==> src/rtl/lp805x_ntcin_pkg.sv <==
// Shared encodings for the new-timer count-pin conditioner: edge-select codes,
// filter FSM states and the edge qualification helper.
package lp805x_ntcin_pkg;

  localparam logic [1:0] LP805X_NTCIN_EDGE_FALL = 2'b00;
  localparam logic [1:0] LP805X_NTCIN_EDGE_RISE = 2'b01;
  localparam logic [1:0] LP805X_NTCIN_EDGE_BOTH = 2'b10;
  localparam logic [1:0] LP805X_NTCIN_EDGE_NONE = 2'b11;

  typedef enum logic {
    ST_STABLE = 1'b0,
    ST_CAND   = 1'b1
  } flt_state_t;

  // rising = new filtered level is 1 (a 0->1 commit)
  function automatic logic edge_qualifies(input logic [1:0] sel, input logic rising);
    logic q;
    q = 1'b0;
    case (sel)
      LP805X_NTCIN_EDGE_FALL: q = ~rising;
      LP805X_NTCIN_EDGE_RISE: q = rising;
      LP805X_NTCIN_EDGE_BOTH: q = 1'b1;
      default:                q = 1'b0;
    endcase
    return q;
  endfunction

endpackage

==> src/rtl/lp805x_ntcin_sync.sv <==
// Reset-valued flop-chain synchroniser for asynchronous port pins.
// SYNC_STAGES must be at least 2.
module lp805x_ntcin_sync #(
  parameter int   SYNC_STAGES = 2,
  parameter logic RST_LVL     = 1'b1
) (
  input  logic clk,
  input  logic rst,
  input  logic i_d,
  output logic o_q
);

  logic [SYNC_STAGES-1:0] r_chain;

  always_ff @(posedge clk) begin
    if (!rst) r_chain <= {SYNC_STAGES{RST_LVL}};
    else      r_chain <= {r_chain[SYNC_STAGES-2:0], i_d};
  end

  assign o_q = r_chain[SYNC_STAGES-1];

endmodule

==> src/rtl/lp805x_ntcin.sv <==
// Count-pin conditioner for the new timer: sync, sampled glitch filter, edge
// select and spaced single-cycle pulses. Glitch counter built only when
// LP805X_NTCIN_GLITCHCNT_EN is defined.
module lp805x_ntcin
  import lp805x_ntcin_pkg::*;
#(
  parameter int   SYNC_STAGES = 2,
  parameter int   SDIV_W      = 8,
  parameter int   FLEN_W      = 4,
  parameter logic RST_LVL     = 1'b1
) (
  input  logic              clk,
  input  logic              rst,
  input  logic              pin_raw,
  input  logic              en,
  input  logic [1:0]        edge_sel,
  input  logic [SDIV_W-1:0] smp_div,
  input  logic [FLEN_W-1:0] flt_len,
  input  logic              ovr_clr,
  output logic              pin_cnt,
  output logic              flt_lvl,
  output logic              ovr,
  output logic [7:0]        glitch_cnt
);

  logic              w_s;
  logic              w_tick;
  logic              w_diff;
  logic [SDIV_W-1:0] r_pcnt;

  flt_state_t        r_state, w_state_nxt;
  logic [FLEN_W-1:0] r_scnt, w_scnt_nxt, w_scnt_inc;
  logic              r_flt_lvl;
  logic              w_commit;
  logic              r_qual;

  logic              r_pin_cnt, w_pin_nxt;
  logic              r_pend, w_pend_nxt;
  logic              w_ovr_set;
  logic              r_ovr;

  lp805x_ntcin_sync #(
    .SYNC_STAGES(SYNC_STAGES),
    .RST_LVL    (RST_LVL)
  ) u_sync (
    .clk(clk),
    .rst(rst),
    .i_d(pin_raw),
    .o_q(w_s)
  );

  // >= lets a smaller smp_div take effect on the very next cycle
  assign w_tick = en & (r_pcnt >= smp_div);
  assign w_diff = (w_s != r_flt_lvl);

  always_ff @(posedge clk) begin
    if (!rst || !en) r_pcnt <= '0;
    else if (w_tick) r_pcnt <= '0;
    else             r_pcnt <= r_pcnt + 1'b1;
  end

  assign w_scnt_inc = r_scnt + 1'b1;

  always_comb begin
    w_state_nxt = r_state;
    w_scnt_nxt  = r_scnt;
    w_commit    = 1'b0;
    if (!en) begin
      w_state_nxt = ST_STABLE;
      w_scnt_nxt  = '0;
    end else if (flt_len == '0) begin
      w_state_nxt = ST_STABLE;
      w_scnt_nxt  = '0;
      w_commit    = w_diff;
    end else begin
      case (r_state)
        ST_STABLE: begin
          if (w_tick && w_diff) begin
            if (flt_len <= FLEN_W'(1)) begin
              w_commit = 1'b1;
            end else begin
              w_state_nxt = ST_CAND;
              w_scnt_nxt  = FLEN_W'(1);
            end
          end
        end
        ST_CAND: begin
          if (w_tick) begin
            if (!w_diff) begin
              w_state_nxt = ST_STABLE;
              w_scnt_nxt  = '0;
            end else if (w_scnt_inc >= flt_len) begin
              w_commit    = 1'b1;
              w_state_nxt = ST_STABLE;
              w_scnt_nxt  = '0;
            end else begin
              w_scnt_nxt  = w_scnt_inc;
            end
          end
        end
        default: begin
          w_state_nxt = ST_STABLE;
          w_scnt_nxt  = '0;
        end
      endcase
    end
  end

  // While disabled the level tracks the pin so re-enabling creates no edge
  always_ff @(posedge clk) begin
    if (!rst) begin
      r_state   <= ST_STABLE;
      r_scnt    <= '0;
      r_flt_lvl <= RST_LVL;
      r_qual    <= 1'b0;
    end else begin
      r_state <= w_state_nxt;
      r_scnt  <= w_scnt_nxt;
      if (!en || w_commit) r_flt_lvl <= w_s;
      r_qual  <= en & w_commit & edge_qualifies(edge_sel, w_s);
    end
  end

  // Handshake-free pulse spacing: one pending slot absorbs an edge that lands
  // while pin_cnt is high; a further edge before it drains is an overrun.
  always_comb begin
    w_pin_nxt  = 1'b0;
    w_pend_nxt = r_pend;
    w_ovr_set  = 1'b0;
    if (!en) begin
      w_pend_nxt = 1'b0;
    end else if (r_pin_cnt) begin
      if (r_qual) begin
        if (r_pend) w_ovr_set  = 1'b1;
        else        w_pend_nxt = 1'b1;
      end
    end else if (r_pend) begin
      w_pin_nxt  = 1'b1;
      w_pend_nxt = 1'b0;
      w_ovr_set  = r_qual;
    end else begin
      w_pin_nxt  = r_qual;
    end
  end

  always_ff @(posedge clk) begin
    if (!rst) begin
      r_pin_cnt <= 1'b0;
      r_pend    <= 1'b0;
      r_ovr     <= 1'b0;
    end else begin
      r_pin_cnt <= w_pin_nxt;
      r_pend    <= w_pend_nxt;
      if (w_ovr_set)    r_ovr <= 1'b1;
      else if (ovr_clr) r_ovr <= 1'b0;
    end
  end

`ifdef LP805X_NTCIN_GLITCHCNT_EN
  logic       w_glitch;
  logic [7:0] r_glitch_cnt;

  assign w_glitch = en & (flt_len != '0) & (r_state == ST_CAND) & w_tick & ~w_diff;

  always_ff @(posedge clk) begin
    if (!rst)                             r_glitch_cnt <= 8'h00;
    else if (ovr_clr)                     r_glitch_cnt <= {7'h00, w_glitch};
    else if (w_glitch && r_glitch_cnt != 8'hFF) r_glitch_cnt <= r_glitch_cnt + 8'h01;
  end

  assign glitch_cnt = r_glitch_cnt;
`else
  assign glitch_cnt = 8'h00;
`endif

  assign pin_cnt = r_pin_cnt;
  assign flt_lvl = r_flt_lvl;
  assign ovr     = r_ovr;

endmodule
==> config.mk <==
export PLATFORM = sky130hd
export DESIGN_NAME = lp805x_ntcin
export DESIGN_NICKNAME = d
export VERILOG_FILES = /design/src/rtl/lp805x_ntcin_pkg.sv /design/src/rtl/lp805x_ntcin_sync.sv /design/src/rtl/lp805x_ntcin.sv
export SDC_FILE = /design/constraint.sdc
export NUM_CORES = 1
export LEC_CHECK = 0
export ABC_AREA = 1
export CORE_MARGIN = 4
export CORE_UTILIZATION = 44
export DETAILED_ROUTE_END_ITERATION = 16
export PLACE_DENSITY = 0.75
export SLEW_MARGIN = 20
export SYNTH_ARGS = -nofsm -noshare
export SYNTH_HDL_FRONTEND = slang
export SYNTH_SLANG_ARGS = --single-unit
==> constraint.sdc <==
create_clock -name clk -period 1.8 [get_ports clk]
set_input_delay 0.36 -clock clk [delete_from_list [all_inputs] [get_ports clk]]
set_output_delay 0.36 -clock clk [all_outputs]
set_load 0.005 [all_outputs]
==> results_tabular.tex, run 1 <==
\begin{tabular}{lr}
\hline
Metric & Value \\
\hline
\multicolumn{2}{l}{\textbf{Status}} \\
\quad Outcome & complete, no violations \\
\multicolumn{2}{l}{\textbf{Synth}} \\
\quad Seq cells post-synth & 20 \\
\quad Mapped Area & between 1000 and 1500 um\^{}2 \\
\quad Main synth FF type & dfxtp\_1 \\
\quad Syn\_area\_per\_cell & 6.95 um\^{}2 \\
\quad Post-synthesis cell count & 181 \\
\quad Sequential area share after synthesis & 0.318 \\
\quad EDFF count, synth & 0 \\
\quad Syn. warnings & 0 \\
\quad Share of synthesized flip-flops with an asynchronous set or reset & 0 \\
\quad Synth cell types & 21 \\
\multicolumn{2}{l}{\textbf{Worst setup path}} \\
\quad Worst Setup Path Type & register to register \\
\quad Required time of the critical path & 2.00 ns \\
\quad Highest-delay cell along the critical path & dfxtp\_4 \\
\quad Maximum fanout along the worst path & 3 \\
\quad Type of origin of the critical path & register \\
\quad Arrival time of data at the critical path endpoint & 1.97 ns \\
\quad Crit path largest cell delay & about 0.37 ns \\
\quad Kind of capture point of the worst setup path & register \\
\quad Critical path, cell by cell & ha\_4 > xnor2\_2 > inv\_1 > ha\_4 > nand2\_2 > inv\_2 > nand2\_2 > nand3\_1 > nand2\_1 > nand2\_1 > nand4\_1 > nand4\_1 > nand3\_1 \\
\multicolumn{2}{l}{\textbf{Global route}} \\
\quad First-pass GRT wire length & 3.80 mm \\
\quad GRT Overall Usage & 0.134 \\
\quad Met1 Track Usage GR & 0.165 \\
\quad Maximum number of pins on one net before global-route repair & 12 \\
\quad Number of antenna violations at the first check in global routing & 0 \\
\quad Most used routing layer & met2 \\
\quad Overflow left after global routing & 0 \\
\quad Number of global-route vias before repair & between 900 and 1k \\
\quad Global routing usage on met2 & 0.223 \\
\quad Global routing usage on met3 & 0.0273 \\
\multicolumn{2}{l}{\textbf{Layout}} \\
\quad Layout area overhead & 40.4\% \\
\quad Number of nets at the end of the flow & 247 \\
\quad Layout Cell Area excl Fill & 1770 um\^{}2 \\
\quad Registers with the most flip-flops & r\_pcnt x8, r\_scnt x4, u\_sync.r\_chain x2 \\
\quad \# fillers & 233 \\
\quad Max FFs per register & 8 \\
\quad Antenna diode count & 0 \\
\quad Post-route non-filler standard cell count & 244 \\
\quad Register with the highest flop count & r\_pcnt \\
\quad Share of post-route cells with drive strength above 1 & 0.244 \\
\multicolumn{2}{l}{\textbf{Detailed routing}} \\
\quad Post-DR wirelength/cell & 10.0 um \\
\quad Residual DRC & 0 \\
\quad Drt first pass iters & 4 \\
\quad DRT Wirelength & roughly 2.5 mm \\
\quad Total number of vias & 1,152 \\
\quad First-iteration detailed-routing DRC count & 28 \\
\quad Vias per cell & 4.72 \\
\quad Antenna Violating Nets Remaining & 0 \\
\multicolumn{2}{l}{\textbf{Job}} \\
\quad Number of maximum-capacitance constraint violations & 0 \\
\multicolumn{2}{l}{\textbf{Floorplanning}} \\
\quad Die boundary height & 61.5 um \\
\quad Placeable core region & 2730 um\^{}2 \\
\quad Die X & 61.5 um \\
\quad Die area & 3780 um\^{}2 \\
\quad Starting utilization of the core area & 0.460 \\
\quad Number of top-level pins & 30 \\
\quad Row Count & 19 \\
\multicolumn{2}{l}{\textbf{Power and ir drop}} \\
\quad Leakage power total & 0.822 nW \\
\quad Worst IR Drop VDD & 0.411 mV \\
\quad Pwr Density & 478 nW/um\^{}2 \\
\multicolumn{2}{l}{\textbf{Placed design}} \\
\quad Total cell area at the placement stage & 1530 um\^{}2 \\
\quad Final weighted congestion in routability-driven placement & 0.765 \\
\quad Final HPWL from detailed placement & 1.80 mm \\
\quad Cell total after placement & 239 \\
\quad Count of input and output buffers & 21 \\
\quad Pre-CTS setup slack & -0.366 ns \\
\multicolumn{2}{l}{\textbf{CTS}} \\
\quad TritonCTS clock tree & yes \\
\quad Sinks on the clock net & 20 \\
\quad Maximum buffer depth of the clock tree & 2 \\
\quad TritonCTS Buffers & 3 \\
\quad H-Tree Depth & 1 \\
\quad Clock slew at reported path FFs & 0.10 ns \\
\quad Number of buffers inserted by hold repair at cts & 0 \\
\quad Clk Tree Root Cell & clkbuf\_4 \\
\quad Clock latency on the worst-skew pair & 0.30 ns \\
\multicolumn{2}{l}{\textbf{STA}} \\
\quad Clock Skew & 0.00254 ns \\
\quad Final period demand of the worst path & about 1.8 ns \\
\quad Setup-violating endpoint count in the final report & 0 \\
\quad Final Hold Violating Endpoints & 0 \\
\quad Final Max Slew Viols & 0 \\
\quad Final worst setup slack & 0.0240 ns \\
\quad Part of the cycle the worst path needs & 0.987 \\
\quad Peak clock frequency supported by timing & 563 MHz \\
\quad Setup repair after global routing missed its margin & yes \\
\multicolumn{2}{l}{\textbf{Hold path}} \\
\quad Tightest Hold Check Type & register to register \\
\hline
\end{tabular}
-- critical path: cells and delay by family (launching register included) --
kind / cells / cell delay [ns]
buffers and inverters: 2 / 0.13
AND/OR/NAND/NOR: 8 / 0.57
XOR/XNOR: 1 / 0.14
flip-flops: 1 / 0.37
adder cells (fa/ha/maj): 2 / 0.43
-- through the flow --
step	TNS [ns]	util	power [mW]	hold slack, ns
after detailed placement	-4.14	0.558	0.585	0.400
after floorplan	0	-	0.533	0.392
final	0	0.646	0.844	0.421
after global routing	-0.383	0.646	0.889	0.455
after CTS	-0.00450	0.586	0.840	0.427
after global placement	-3.15	0.558	0.584	0.393
-- path summary, 6_finish.rpt --
| check | cells past startpoint | end | slack, ns | startpoint |
|---|---|---|---|---|
| worst max-delay path | 13 | flt_lvl$_SDFFE_PN1P_ | 0.02 | r_scnt[1]$_SDFFE_PP0P_ |
| worst min register to register | 1 | u_sync.r_chain[1]$_SDFF_PN1_ | 0.42 | u_sync.r_chain[0]$_SDFF_PN1_ |
| worst min-delay path | 1 | u_sync.r_chain[1]$_SDFF_PN1_ | 0.42 | u_sync.r_chain[0]$_SDFF_PN1_ |
| worst max register to register | 13 | flt_lvl$_SDFFE_PN1P_ | 0.02 | r_scnt[1]$_SDFFE_PP0P_ |
-- cell usage after synthesis, drive strengths merged, types with 3 or more instances --
cell	n	area [um^2]
nand2	41	156
inv	33	124
nor2	22	82.6
dfxtp	20	400
ha	14	175
a21oi	10	50.1
buf	8	60.1
nand3	7	35.0
nand4	5	31.3
or2	4	25.0
xor2	4	35.0
nor3	3	15.0
o21ai	3	18.8
-- cell families (layout without fill, tap and decap cells) --
family	after synthesis	in the layout	synth area share
simple gates	85	85	0.291
compound gates	14	14	0.0606
other cells	1	8	0.00298
fa+ha+maj	14	14	0.139
xor+xnor	6	6	0.0417
buf+inv	41	66	0.146
flops	20	20	0.318
-- power breakdown --
group	total [mW]	switching, mW	internal, mW
logic	0.142	0.0666	0.0754
clock network	0.253	0.130	0.123
registers	0.449	0.00510	0.444
-- layout make-up --
class / instances / area [um^2] / area share
clock buffers: 4 / 36.3 / 0.0205
flip-flops and latches: 20 / 413 / 0.234
multi-input cells: 127 / 877 / 0.496
well taps: 31 / 38.8 / 0.0220
inverters: 33 / 124 / 0.0701
repair buffers: 29 / 278 / 0.157
-- what timing repair did --
action,CTS,global route
endpoints found under the setup margin,7,11
gates resized for setup,12,32
pin swaps,6,26
setup buffers,0,1
-- layer usage --
metal,wire [um],share of wire,vias to the layer above
li1,-,-,613
met1,1040,0.42,512
met2,1240,0.50,22
met3,138,0.056,5
met4,36,0.015,0
met5,0,0,-
-- cell usage in the layout, fill, tap and decap left out, drive strengths merged --
| cell | n |
|---|---|
| dfxtp | 20 |
| buf | 8 |
| nor2 | 22 |
| a21oi | 10 |
| nor4 | 1 |
| clkbuf | 4 |
| clkdlybuf4s50 | 18 |
| conb | 8 |
| xnor2 | 2 |
| nor3b | 2 |
| inv | 33 |
| nand2 | 41 |
| nand4 | 5 |
| o21a | 1 |
| ha | 14 |
| dlymetal6s2s | 3 |
| nor3 | 3 |
| nand3 | 7 |
| o21ai | 3 |
| xor2 | 4 |
| or2 | 4 |
Note: power is estimated with default switching activity, not from simulation.
==> run 2: changes to the inputs <==
clock period = 1.5 ns   (was 1.8 ns; I/O delays follow)
==> results_tabular.tex, run 2 (same netlist as run 1, synthesis figures left out) <==
\begin{tabular}{lr}
\hline
Metric & Value \\
\hline
\multicolumn{2}{l}{\textbf{STA}} \\
\quad Final Max Slew Viols & 0 (unchanged) \\
\quad Final Hold Violating Endpoints & 0 (unchanged) \\
\quad Final worst setup slack & -0.392 ns (-0.416 ns) \\
\quad Setup repair after global routing missed its margin & yes \\
\quad Final-layout setup total negative slack & -2.32 ns (-2.32 ns) \\
\quad Min Hold Slack & 0.424 ns (+0.00322 ns) \\
\quad Clock Skew & 0.00467 ns (+0.00213 ns) \\
\quad Setup-violating endpoint count in the final report & 10 (+10) \\
\quad Part of the cycle the worst path needs & 1.26 (+0.275) \\
\quad Peak clock frequency supported by timing & 528 MHz (-6.2\%) \\
\quad Final period demand of the worst path & 1.89 ns (+0.116 ns) \\
\multicolumn{2}{l}{\textbf{Detailed routing}} \\
\quad Vias per cell & 4.69 (-0.73\%) \\
\quad DRT Wirelength & 3.07 mm (+25\%) \\
\quad Antenna Violating Nets Remaining & 0 (unchanged) \\
\quad Residual DRC & 0 (unchanged) \\
\quad Post-DR wirelength/cell & 11.7 um (+17\%) \\
\quad Total number of vias & 1,228 (+6.6\%) \\
\quad Drt first pass iters & 4 (unchanged) \\
\quad First-iteration detailed-routing DRC count & 13 (-54\%) \\
\multicolumn{2}{l}{\textbf{Global route}} \\
\quad Number of global-route vias before repair & 1,155 (+16\%) \\
\quad First-pass GRT wire length & 4.57 mm (+21\%) \\
\quad Maximum number of pins on one net before global-route repair & 13 (+1) \\
\quad Number of antenna violations at the first check in global routing & 0 (unchanged) \\
\quad GRT Overall Usage & 0.163 (+0.0293) \\
\quad Overflow left after global routing & 0 (unchanged) \\
\multicolumn{2}{l}{\textbf{Floorplanning}} \\
\quad Starting utilization of the core area & 0.460 (unchanged) \\
\quad Row Count & 19 (unchanged) \\
\quad Placeable core region & 2730 um\^{}2 (unchanged) \\
\quad Die boundary height & 61.5 um (unchanged) \\
\quad Die area & 3780 um\^{}2 (unchanged) \\
\quad Die X & 61.5 um (unchanged) \\
\quad Number of top-level pins & 30 (unchanged) \\
\multicolumn{2}{l}{\textbf{CTS}} \\
\quad Clk Tree Root Cell & clkbuf\_4 \\
\quad Sinks on the clock net & 20 (unchanged) \\
\quad Maximum buffer depth of the clock tree & 2 (unchanged) \\
\quad TritonCTS clock tree & yes \\
\quad H-Tree Depth & 1 (unchanged) \\
\quad Number of buffers inserted by hold repair at cts & 0 (unchanged) \\
\quad Clock slew at reported path FFs & 0.13 ns (+0.03 ns) \\
\quad TritonCTS Buffers & 3 (unchanged) \\
\quad Clock latency on the worst-skew pair & 0.31 ns (about the same) \\
\multicolumn{2}{l}{\textbf{Layout}} \\
\quad \# fillers & 208 (-11\%) \\
\quad Antenna diode count & 0 (unchanged) \\
\quad Number of nets at the end of the flow & 265 (+7.3\%) \\
\quad Layout Cell Area excl Fill & 2000 um\^{}2 (+13\%) \\
\quad Layout area overhead & 59.2\% \\
\quad Post-route non-filler standard cell count & 262 (+7.4\%) \\
\quad Share of post-route cells with drive strength above 1 & 0.390 (+0.145) \\
\quad Register with the highest flop count & r\_pcnt \\
\quad Core occupancy in the finished layout & 0.733 (+0.0870) \\
\quad Max FFs per register & 8 (unchanged) \\
\quad Registers with the most flip-flops & r\_pcnt x8, r\_scnt x4, u\_sync.r\_chain x2 \\
\quad Register cell area after layout & 415 um\^{}2 (+0.61\%) \\
\quad Leading cell type in the layout, fill and taps excluded & nand2\_1 \\
\quad Multi-input gate area in the final layout & 971 um\^{}2 (+11\%) \\
\quad Most frequent cells in the layout & 31 x nand2\_1, 25 x inv\_1, 25 x buf\_4, 14 x nor2\_1, 13 x clkdlybuf4s50\_1 \\
\multicolumn{2}{l}{\textbf{Placed design}} \\
\quad Cell total after placement & 255 (+6.7\%) \\
\quad Total cell area at the placement stage & 1670 um\^{}2 (+9.7\%) \\
\quad Final HPWL from detailed placement & 2.03 mm (+13\%) \\
\quad Pre-CTS setup slack & -0.565 ns (-0.199 ns) \\
\quad Count of input and output buffers & 21 (unchanged) \\
\quad Final weighted congestion in routability-driven placement & 0.795 (+3.9\%) \\
\multicolumn{2}{l}{\textbf{Power and ir drop}} \\
\quad Total Power Consumption & 1.20 mW (+43\%) \\
\quad Leakage power total & 0.953 nW (+16\%) \\
\quad Pwr Density & 600 nW/um\^{}2 (+26\%) \\
\quad Worst IR Drop VDD & 0.544 mV (+32\%) \\
\multicolumn{2}{l}{\textbf{Job}} \\
\quad Number of maximum-capacitance constraint violations & 0 (unchanged) \\
\multicolumn{2}{l}{\textbf{Worst setup path}} \\
\quad Required time of the critical path & 1.71 ns (-0.29 ns) \\
\quad Cell mode on critical path & nand4\_1 \\
\quad Critical path, cell by cell & ha\_4 > xnor2\_4 > inv\_2 > ha\_4 > nand4\_1 > nand3\_2 > nand2\_1 > nand2\_1 > nand4\_1 > nand4\_1 > nand3\_1 \\
\quad Maximum fanout along the worst path & 4 (+1) \\
\quad Arrival time of data at the critical path endpoint & 2.10 ns (+0.13 ns) \\
\quad Kind of capture point of the worst setup path & register \\
\quad Highest-delay cell along the critical path & dfxtp\_4 \\
\quad Worst Setup Path Type & register to register \\
\quad Crit path largest cell delay & 0.39 ns (+0.02 ns) \\
\quad Type of origin of the critical path & register \\
\multicolumn{2}{l}{\textbf{Status}} \\
\quad Failing checks & setup timing \\
\quad Outcome & finished with violations \\
\multicolumn{2}{l}{\textbf{Hold path}} \\
\quad Tightest Hold Check Type & register to register \\
\hline
\end{tabular}
-- run 2: cell types whose count changed in the layout (fill, tap and decap cells not counted), moves of 3 or more --
| cell | previous run | this run |
|---|---|---|
| dfxtp_2 | 1 | 6 |
| buf_4 | 8 | 25 |
| a21oi_2 | 2 | 5 |
| nor2_1 | 17 | 14 |
| nand2_4 | 0 | 3 |
| dfxtp_1 | 16 | 12 |
| nand2_1 | 35 | 31 |
| a21oi_1 | 7 | 4 |
| clkdlybuf4s50_1 | 18 | 13 |
| dlygate4sd2_1 | 0 | 7 |
-- run 2: routing by layer --
layer / vias up / track usage / part of all wire
li1: 649 / - / -
met1: 552 / 0.177 / 0.39
met2: 22 / 0.303 / 0.55
met3: 5 / 0.0356 / 0.040
met4: 0 / 0.0636 / 0.012
met5: - / 0 / 0
-- run 2: what timing repair did --
action	in CTS	in global routing
endpoints found under the setup margin	16	17
buffers inserted	3	1
resized for setup	39	30
pin swaps	23	25
hold endpoints to repair	0	0
-- run 2: layout make-up --
type | instances | area share
Clock buffer | 3 | 0.0112
Clock inverter | 1 | 0.0150
Inverter | 33 | 0.0618
Timing Repair Buffer | 47 | 0.201
Multi-Input combinational cell | 127 | 0.484
Tap cell | 31 | 0.0194
Sequential cell | 20 | 0.207
-- run 2: worst max-delay path: cells and delay by family (launching register included) --
| kind | cells | cell delay [ns] |
|---|---|---|
| and+or+nand+nor | 7 | 0.72 |
| xor gates and xnor gates | 1 | 0.17 |
| adders and majority gates | 2 | 0.45 |
| buffers and inverters | 1 | 0.07 |
| DFF | 1 | 0.39 |
-- run 2: power breakdown --
| part | internal, mW | total [mW] | switching [mW] |
|---|---|---|---|
| logic | 0.107 | 0.206 | 0.0988 |
| clock network | 0.270 | 0.457 | 0.187 |
| registers | 0.535 | 0.540 | 0.00532 |
-- run 2: final timing paths --
path | startpoint | endpoint | slack [ns] | depth (start not counted)
worst max-delay path | r_scnt[0]$_SDFFE_PP0P_ | flt_lvl$_SDFFE_PN1P_ | -0.39 | 11
worst min-delay path | pin_cnt$_SDFF_PP0_ | pin_cnt$_SDFF_PP0_ | 0.42 | 1
worst max register to register | r_scnt[0]$_SDFFE_PP0P_ | flt_lvl$_SDFFE_PN1P_ | -0.39 | 11
worst min register to register | pin_cnt$_SDFF_PP0_ | pin_cnt$_SDFF_PP0_ | 0.42 | 1
